## config.mk

```make
export PLATFORM = sky130hd
export DESIGN_NAME = fetch_unit
export DESIGN_NICKNAME = d
export VERILOG_FILES = /design/src/rtl/fetch_unit.sv
export SDC_FILE = /design/constraint.sdc
export NUM_CORES = 1
export LEC_CHECK = 0
export ABC_AREA = 1
export BUFFER_PORTS_ARGS = -buffer_cell sky130_fd_sc_hd__buf_4
export CAP_MARGIN = 5
export CORE_ASPECT_RATIO = 0.75
export CORE_MARGIN = 2
export CORE_UTILIZATION = 54
export DETAILED_ROUTE_END_ITERATION = 10
export PLACE_DENSITY_LB_ADDON = 0.3
export SLEW_MARGIN = 20
export SYNTH_ARGS = -nofsm -noshare
export SYNTH_HDL_FRONTEND = slang
export SYNTH_HIERARCHICAL = 1
export SYNTH_SLANG_ARGS = --single-unit
```

## constraint.sdc

```tcl
create_clock -name clk -period 9.38 [get_ports clk]
set_input_delay 0.469 -clock clk [delete_from_list [all_inputs] [get_ports clk]]
set_output_delay 0.469 -clock clk [all_outputs]
set_load 0.02 [all_outputs]
```

## src/rtl/fetch_unit.sv

```systemverilog
// Instruction-fetch stage: owns the fetch PC, issues req/gnt word requests to
// instruction memory, buffers in-order responses and feeds IF/ID one per cycle.
module fetch_unit #(
  parameter logic [31:0] RESET_PC = 32'h0000_0000,
  parameter int          DEPTH    = 4
) (
  input  logic        clk,
  input  logic        reset,
  input  logic        stall,
  input  logic        redirect,
  input  logic [31:0] redirect_pc,
  output logic        imem_req,
  output logic [31:0] imem_addr,
  input  logic        imem_gnt,
  input  logic        imem_rvalid,
  input  logic [31:0] imem_rdata,
  output logic        f_valid,
  output logic [31:0] f_instr,
  output logic [31:0] f_pc
);

  localparam int CW = $clog2(DEPTH) + 1;
  localparam int PW = (DEPTH > 1) ? $clog2(DEPTH) : 1;
  localparam logic [CW-1:0] DEPTH_C = CW'(DEPTH);
  localparam logic [CW:0]   DEPTH_W = (CW+1)'(DEPTH);
  localparam logic [31:0]   RESET_PC_ALIGNED = {RESET_PC[31:2], 2'b00};

  function automatic logic [PW-1:0] ptr_inc(input logic [PW-1:0] p);
    if (p == PW'(DEPTH - 1)) begin
      ptr_inc = '0;
    end else begin
      ptr_inc = p + PW'(1);
    end
  endfunction

  logic [31:0]   pc_q, pc_d;
  logic [CW-1:0] count_q, count_d;
  logic [CW-1:0] outst_q, outst_d;
  logic [CW-1:0] drop_q, drop_d;
  logic [PW-1:0] f_rd_q, f_rd_d, f_wr_q, f_wr_d;
  logic [PW-1:0] pq_rd_q, pq_rd_d, pq_wr_q, pq_wr_d;
  logic [31:0]   fifo_instr_q [DEPTH];
  logic [31:0]   fifo_pc_q    [DEPTH];
  logic [31:0]   pq_q         [DEPTH];

  logic [CW:0]   credit_s;
  logic          grant_s;
  logic          resp_s;
  logic          keep_s;
  logic          pop_s;
  logic [31:0]   resp_pc_s;
  logic          unused_s;

  assign unused_s = ^redirect_pc[1:0];

  // Request credit: buffered plus in-flight entries may never exceed DEPTH.
  always_comb begin
    credit_s  = {1'b0, count_q} + {1'b0, outst_q};
    imem_req  = !reset && !redirect && (credit_s < DEPTH_W);
    imem_addr = pc_q;
    grant_s   = imem_req && imem_gnt;
    resp_s    = imem_rvalid && (outst_q != CW'(0));
    resp_pc_s = pq_q[pq_rd_q];
    keep_s    = resp_s && !redirect && (drop_q == CW'(0));
    f_valid   = !reset && (count_q != CW'(0));
    pop_s     = f_valid && !stall && !redirect;
    if (f_valid) begin
      f_instr = fifo_instr_q[f_rd_q];
      f_pc    = fifo_pc_q[f_rd_q];
    end else begin
      f_instr = 32'h0000_0000;
      f_pc    = 32'h0000_0000;
    end
  end

  // Next-state for PC, counters and queue pointers; redirect overrides push/pop.
  always_comb begin
    pc_d    = pc_q;
    count_d = count_q;
    outst_d = outst_q;
    drop_d  = drop_q;
    f_rd_d  = f_rd_q;
    f_wr_d  = f_wr_q;
    pq_rd_d = pq_rd_q;
    pq_wr_d = pq_wr_q;

    if (redirect) begin
      pc_d = {redirect_pc[31:2], 2'b00};
    end else if (grant_s) begin
      pc_d = pc_q + 32'd4;
    end else begin
      pc_d = pc_q;
    end

    case ({grant_s, resp_s})
      2'b10:   outst_d = outst_q + CW'(1);
      2'b01:   outst_d = outst_q - CW'(1);
      default: outst_d = outst_q;
    endcase

    if (grant_s) begin
      pq_wr_d = ptr_inc(pq_wr_q);
    end else begin
      pq_wr_d = pq_wr_q;
    end
    if (resp_s) begin
      pq_rd_d = ptr_inc(pq_rd_q);
    end else begin
      pq_rd_d = pq_rd_q;
    end

    // drop_q only ever counts the oldest part of outst_q, so after a redirect
    // every request still in flight (minus one returning now) is stale.
    if (redirect) begin
      drop_d = outst_q - (resp_s ? CW'(1) : CW'(0));
    end else if (resp_s && (drop_q != CW'(0))) begin
      drop_d = drop_q - CW'(1);
    end else begin
      drop_d = drop_q;
    end

    if (redirect) begin
      count_d = '0;
      f_rd_d  = '0;
      f_wr_d  = '0;
    end else begin
      case ({keep_s, pop_s})
        2'b10:   count_d = count_q + CW'(1);
        2'b01:   count_d = count_q - CW'(1);
        default: count_d = count_q;
      endcase
      f_wr_d = keep_s ? ptr_inc(f_wr_q) : f_wr_q;
      f_rd_d = pop_s  ? ptr_inc(f_rd_q) : f_rd_q;
    end
  end

  // Control state register with synchronous reset.
  always_ff @(posedge clk) begin
    if (reset) begin
      pc_q    <= RESET_PC_ALIGNED;
      count_q <= '0;
      outst_q <= '0;
      drop_q  <= '0;
      f_rd_q  <= '0;
      f_wr_q  <= '0;
      pq_rd_q <= '0;
      pq_wr_q <= '0;
    end else begin
      pc_q    <= pc_d;
      count_q <= count_d;
      outst_q <= outst_d;
      drop_q  <= drop_d;
      f_rd_q  <= f_rd_d;
      f_wr_q  <= f_wr_d;
      pq_rd_q <= pq_rd_d;
      pq_wr_q <= pq_wr_d;
    end
  end

  // Entry storage; contents are qualified by the pointers, so no reset needed.
  always_ff @(posedge clk) begin
    if (keep_s) begin
      fifo_instr_q[f_wr_q] <= imem_rdata;
      fifo_pc_q[f_wr_q]    <= resp_pc_s;
    end
    if (grant_s) begin
      pq_q[pq_wr_q] <= pc_q;
    end
  end

  fetch_unit_checker u_chk (
    .clk_i        (clk),
    .reset_i      (reset),
    .rvalid_i     (imem_rvalid),
    .outst_zero_i (outst_q == CW'(0)),
    .push_i       (keep_s),
    .pop_i        (pop_s),
    .full_i       (count_q == DEPTH_C)
  );

endmodule

// Protocol checks for the fetch unit: no response without a request in
// flight, and no push into a full buffer that is not draining.
module fetch_unit_checker (
  input logic clk_i,
  input logic reset_i,
  input logic rvalid_i,
  input logic outst_zero_i,
  input logic push_i,
  input logic pop_i,
  input logic full_i
);

  a_no_orphan_rvalid: assert property (@(posedge clk_i) disable iff (reset_i)
    !(rvalid_i && outst_zero_i));

  a_no_overflow: assert property (@(posedge clk_i) disable iff (reset_i)
    !(push_i && full_i && !pop_i));

endmodule
```

Yosys cells after proc, flatten, opt, wreduce, memory -nomap -nowiden
Memory sizes are Yosys's and may differ from the RTL's. A register that Yosys moved wholly into a read port is not among the register bits.
Index checks and enable logic that the tools add are counted.
Cells by class
  divide/modulo/power cells: 0
  bitwise gates (word level): 0
  reduce and logical (&&, ||, !) cells: 22
  shifts and indexed selects: 0
  $lt $le $gt $ge: 1
  add/subtract/negate cells: 12
  eq/ne operators: 8
  multipliers: 0
  muxes and demuxes: 23
Operators by type and width (number)
  32-bit two-way mux: 4
  32-bit by 3-bit adder with 32-bit output (second input constant): 1
  2-bit two-way mux: 10
  2-bit equality test (second input constant): 6
  3-bit one-hot mux with 2 select lines: 2
  1-bit logical AND: 10
  3-bit nonzero test: 3
  3-bit by 1-bit subtractor with 3-bit output (second input constant): 3
  2-bit by 1-bit adder with 2-bit output (second input constant): 4
  2-bit nonzero test: 4
  3-bit by 1-bit adder with 3-bit output (second input constant): 2
  3-bit two-way mux: 2
  1-bit two-way mux: 5
  3-bit by 3-bit adder with 4-bit output: 1
  2-bit by 1-bit equality test with 1-bit output (second input constant): 2
  4-bit by 3-bit < comparator with 1-bit output (second input constant): 1
  1-bit logical NOT: 3
  3-bit logical NOT: 1
  3-bit by 1-bit subtractor with 3-bit output: 1
  2-bit OR reduction: 1
Storage, ports and cells
  RAM bits: 384
  bits in latches: 0
  output and inout port bits: 98
  flip-flop bits (word level): 49
  logic and storage cells: 78
  input port bits: 70
  memories kept: 3
  memory bits (read-only): 0
Memories
  fifo_instr_q: depth 4, bits a word 32, read ports 1, clocked after memory_dff 1, wr ports 1, line 42  | logic [31:0] fifo_instr_q [DEPTH];
  fifo_pc_q: depth 4, bits a word 32, read ports 1, clocked after memory_dff 1, wr ports 1, line 43  | logic [31:0] fifo_pc_q [DEPTH];
  pq_q: depth 4, bits a word 32, read ports 1, clocked after memory_dff 1, wr ports 1, line 44  | logic [31:0] pq_q [DEPTH];

Depth between registers and ports, before layout
  word-level depth: 6
  mapped depth: 13
  mapped depth without buffers: 12

Least setup slack after synthesis
OpenSTA, ideal clock, no wires.
  kind: input-to-reg
  start point: in redirect
  end point: mem fifo_instr_q[0][0] (enable)
  library setup time: 0.482 ns
  path slack: 5.337 ns
  required time: 8.898 ns
  cell stages on the path: 4
  buffers on the path: 1
  arrival: 3.560 ns
  cells stage by stage: buf_6 -> nor3_1 -> nand2_1 -> nor2_1
Between the ends
  cells in the longest elaborated chain, start to end: 5
RTL lines
  from (decl): line 10  | input logic redirect,
  1-bit logical NOT: line 64  | keep_s = resp_s && !redirect && (drop_q == CW'(0));
  1-bit logical AND (2 in a row): line 64
  1-bit two-way mux: line 162  | if (keep_s) begin
  1-bit two-way mux (implied by the code): line 163  | fifo_instr_q[f_wr_q] <= imem_rdata;
  to (decl): line 42
Every way passes these cells.

==> results_dict.tcl <==
set metrics [dict create \
    vias_per_cell 5.50 \
    path_cells "buf_4 -> inv_2 -> buf_4 -> nor2_1 -> o21ai_0 -> a21oi_1 -> buf_4" \
    relSlewSlack 0.324 \
    critPathCaptureType "output port" \
    grt_antenna_before_repair 0 \
    rows 56 \
    synth.distinct_cells 37 \
    crit_top_cell "buf_4" \
    htreeDepth 2 \
    seq_area_frac_synth 0.697 \
    critPathRequiredTime_ns 8.91 \
    antenna_cells 0 \
    hold_viol 0 \
    setup_viol 0 \
    drtIter0Drc 970 \
    fin_crit_sh 0.400 \
    cts_resized 0 \
    vias 11800 \
    cts_max_path_buffers 3 \
    yosys-top-cells-area "edfxtp_1, nor2_1, o21ai_0" \
    drc 0 \
    cts.clk_slew.worst_paths_ns 0.06 \
    tightest_slew_ns 1.01 \
    clock_sinks 419 \
    mostFrequentLayoutCells "edfxtp_1, nor2_1, o21ai_0" \
    critPathSlowestCell "buf_4" \
    dieArea_sq_um 33500 \
    grt_use_total 0.235 \
    die_x_microns 211 \
    core_region_area_sq_um 31400 \
    ir_worst_vdd_v 0.000140 \
    finish.utilization 0.642 \
    ant_nets 0 \
    routed.top_layer "met4" \
    ff2ff_path_depth 7 \
    synth_top_cell_by_area "edfxtp_1" \
    clk_latency_ns 0.55 \
    cts_setup_buffers 0 \
    final_common_cell "edfxtp_1" \
    synthDominantCellAreaShare 0.638 \
    root_buffer "clkbuf_16" \
    io_pins 168 \
    gp_congestion 0.906 \
    hold_depth 1 \
    synth_warnings 6 \
    avgSynthCellArea_sq_um 11.1 \
    cts_tree "built" \
    wl_met3_mm 2.44 \
    grt_pass1_vias 11700 \
    critPathMaxFanout 63 \
    wl_per_cell_microns 18.4 \
    hp-class "input pin to flip-flop" \
    wl_met1_mm 17.2 \
    numCtsBuffers 41 \
    grt_pass1_wl_mm 62.0 \
    cp_data_arrival_time_ns 3.28 \
    drt-pass1-iter-count 6 \
    nets 1790 \
    syn-cell-area_sq_um 17300 \
    grt_max_degree 107 \
    drt_wl_total_mm 39.3 \
    skew_ns 0.0228 \
    ys_ff_latch 419 \
    setup.worst_path.class "flip-flop to output port" \
    portBuffers 161 \
    fin_crit_ns 3.75 \
    status "finished, final reports clean" \
    rsz0062_at_grt "no" \
    pre_cts_ws_ns 6.15 \
    start_util 0.552 \
    drv_slew 0 \
    post-dp-hpwl_mm 22.7 \
    leakage_uw 0.00741 \
    drive_gt1_frac 0.152 \
    synthCells 1558 \
    fmax_mhz 266 \
    holdBufCountCts 0 \
    drv_cap 0 \
    wl_met2_mm 18.7 \
    final.setup.tns_ns 0 \
    worst_path_largest_cell_delay_ns 0.64 \
    pwr_density_cell_nw_per_um2 201 \
    fin_ws_ns 5.63 \
    overflow 0 \
    syn2layout_area_growth_pct 16.3 \
    startpoint_type "flip-flop" \
    die_h_microns 159 \
]
## synth_stat cells, drive strengths merged
| master | instances |
|---|---|
| edfxtp | 368 |
| a21oi | 92 |
| buf | 24 |
| nand2 | 152 |
| a31oi | 4 |
| nand3 | 57 |
| inv | 86 |
| dfxtp | 51 |
| fa | 2 |
| xor2 | 6 |
| ha | 19 |
| o211a | 3 |
| and2 | 2 |
| a22oi | 1 |
| xnor2 | 4 |
| a211oi | 2 |
| nor3 | 3 |
| o21bai | 3 |
| conb | 1 |
| clkinv | 1 |
| o22ai | 30 |
| nor2 | 374 |
| nand4 | 2 |
| clkbuf | 59 |
| o21ai | 211 |
| or2 | 1 |
## cell type report
| class | count | area (sq um) |
|---|---|---|
| Timing Repair Buffer | 178 | 1350 |
| Multi-Input combinational cell | 972 | 4600 |
| Sequential cell | 419 | 12100 |
| Fill cell | 2390 | 11200 |
| Tap cell | 406 | 508 |
| Clock inverter | 27 | 188 |
| Inverter | 87 | 327 |
| Clock buffer | 49 | 1100 |
## flip-flops by register name, summed over array words and instances, names as in the netlist, named ones only
| name | cells |
|---|---|
| count_q | 3 |
| drop_q | 3 |
| f_rd_q | 2 |
| f_wr_q | 2 |
| fifo_instr_q | 128 |
| fifo_pc_q | 120 |
| imem_addr | 30 |
| outst_q | 3 |
| pq_q | 120 |
| pq_rd_q | 2 |
| pq_wr_q | 2 |
## routing by layer
layer  track usage  vias to the layer above
met5             0                        -
met4        0.0727                        0
met3        0.0381                       69
met2         0.384                      381
met1         0.327                     5619
li1              -                     5683
## metrics by stage
stage | cell area (sq um) | hold WS (ns) | cells | power (uW)
6_report | 20100 | 0.125 | 2138 | 4050
5_1_grt | 20100 | 0.107 | 2138 | 4200
4_1_cts | 20100 | 0.104 | 2137 | 4080
3_5_place_dp | 18800 | 0.466 | 2061 | 2510
3_3_place_gp | 18800 | 0.453 | 2061 | 2500
2_1_floorplan | 17300 | 0.439 | 1561 | 2380
## worst max-delay path, delay by kind of cell, from the launching register on
family	cells	cell delay, ns
simple gates	1	0.17
buf+inv	4	1.74
flops	1	0.31
compound gates	2	0.45
## power by group
part / total, uW / switching, uW / leakage (uW) / internal (uW)
logic: 328 / 225 / 0.00299 / 103
clock network: 1570 / 679 / 0.000639 / 894
registers: 2150 / 35.8 / 0.00379 / 2110
total: 4050 / 940 / 0.00741 / 3110
## cell families after synthesis
kind of cell,after synthesis,share of synthesized area
fa+ha+maj,21,0.0160
compound gates,346,0.104
simple gates,591,0.137
buf+inv,170,0.0403
xor+xnor,10,0.00506
other cells,1,0.000217
flops,419,0.697
## final timing paths
kind / from / end / slack [ns]
max: flip-flop / f_pc[22] / 5.63
min: imem_rdata[13] / fifo_instr_q[0][13] / 0.13
min reg2reg: drop_q[1] / drop_q[1] / 0.47
max reg2reg: outst_q[2] / fifo_pc_q[1][14] / 6.57
No activity file was read; power rests on OpenSTA's default activity.
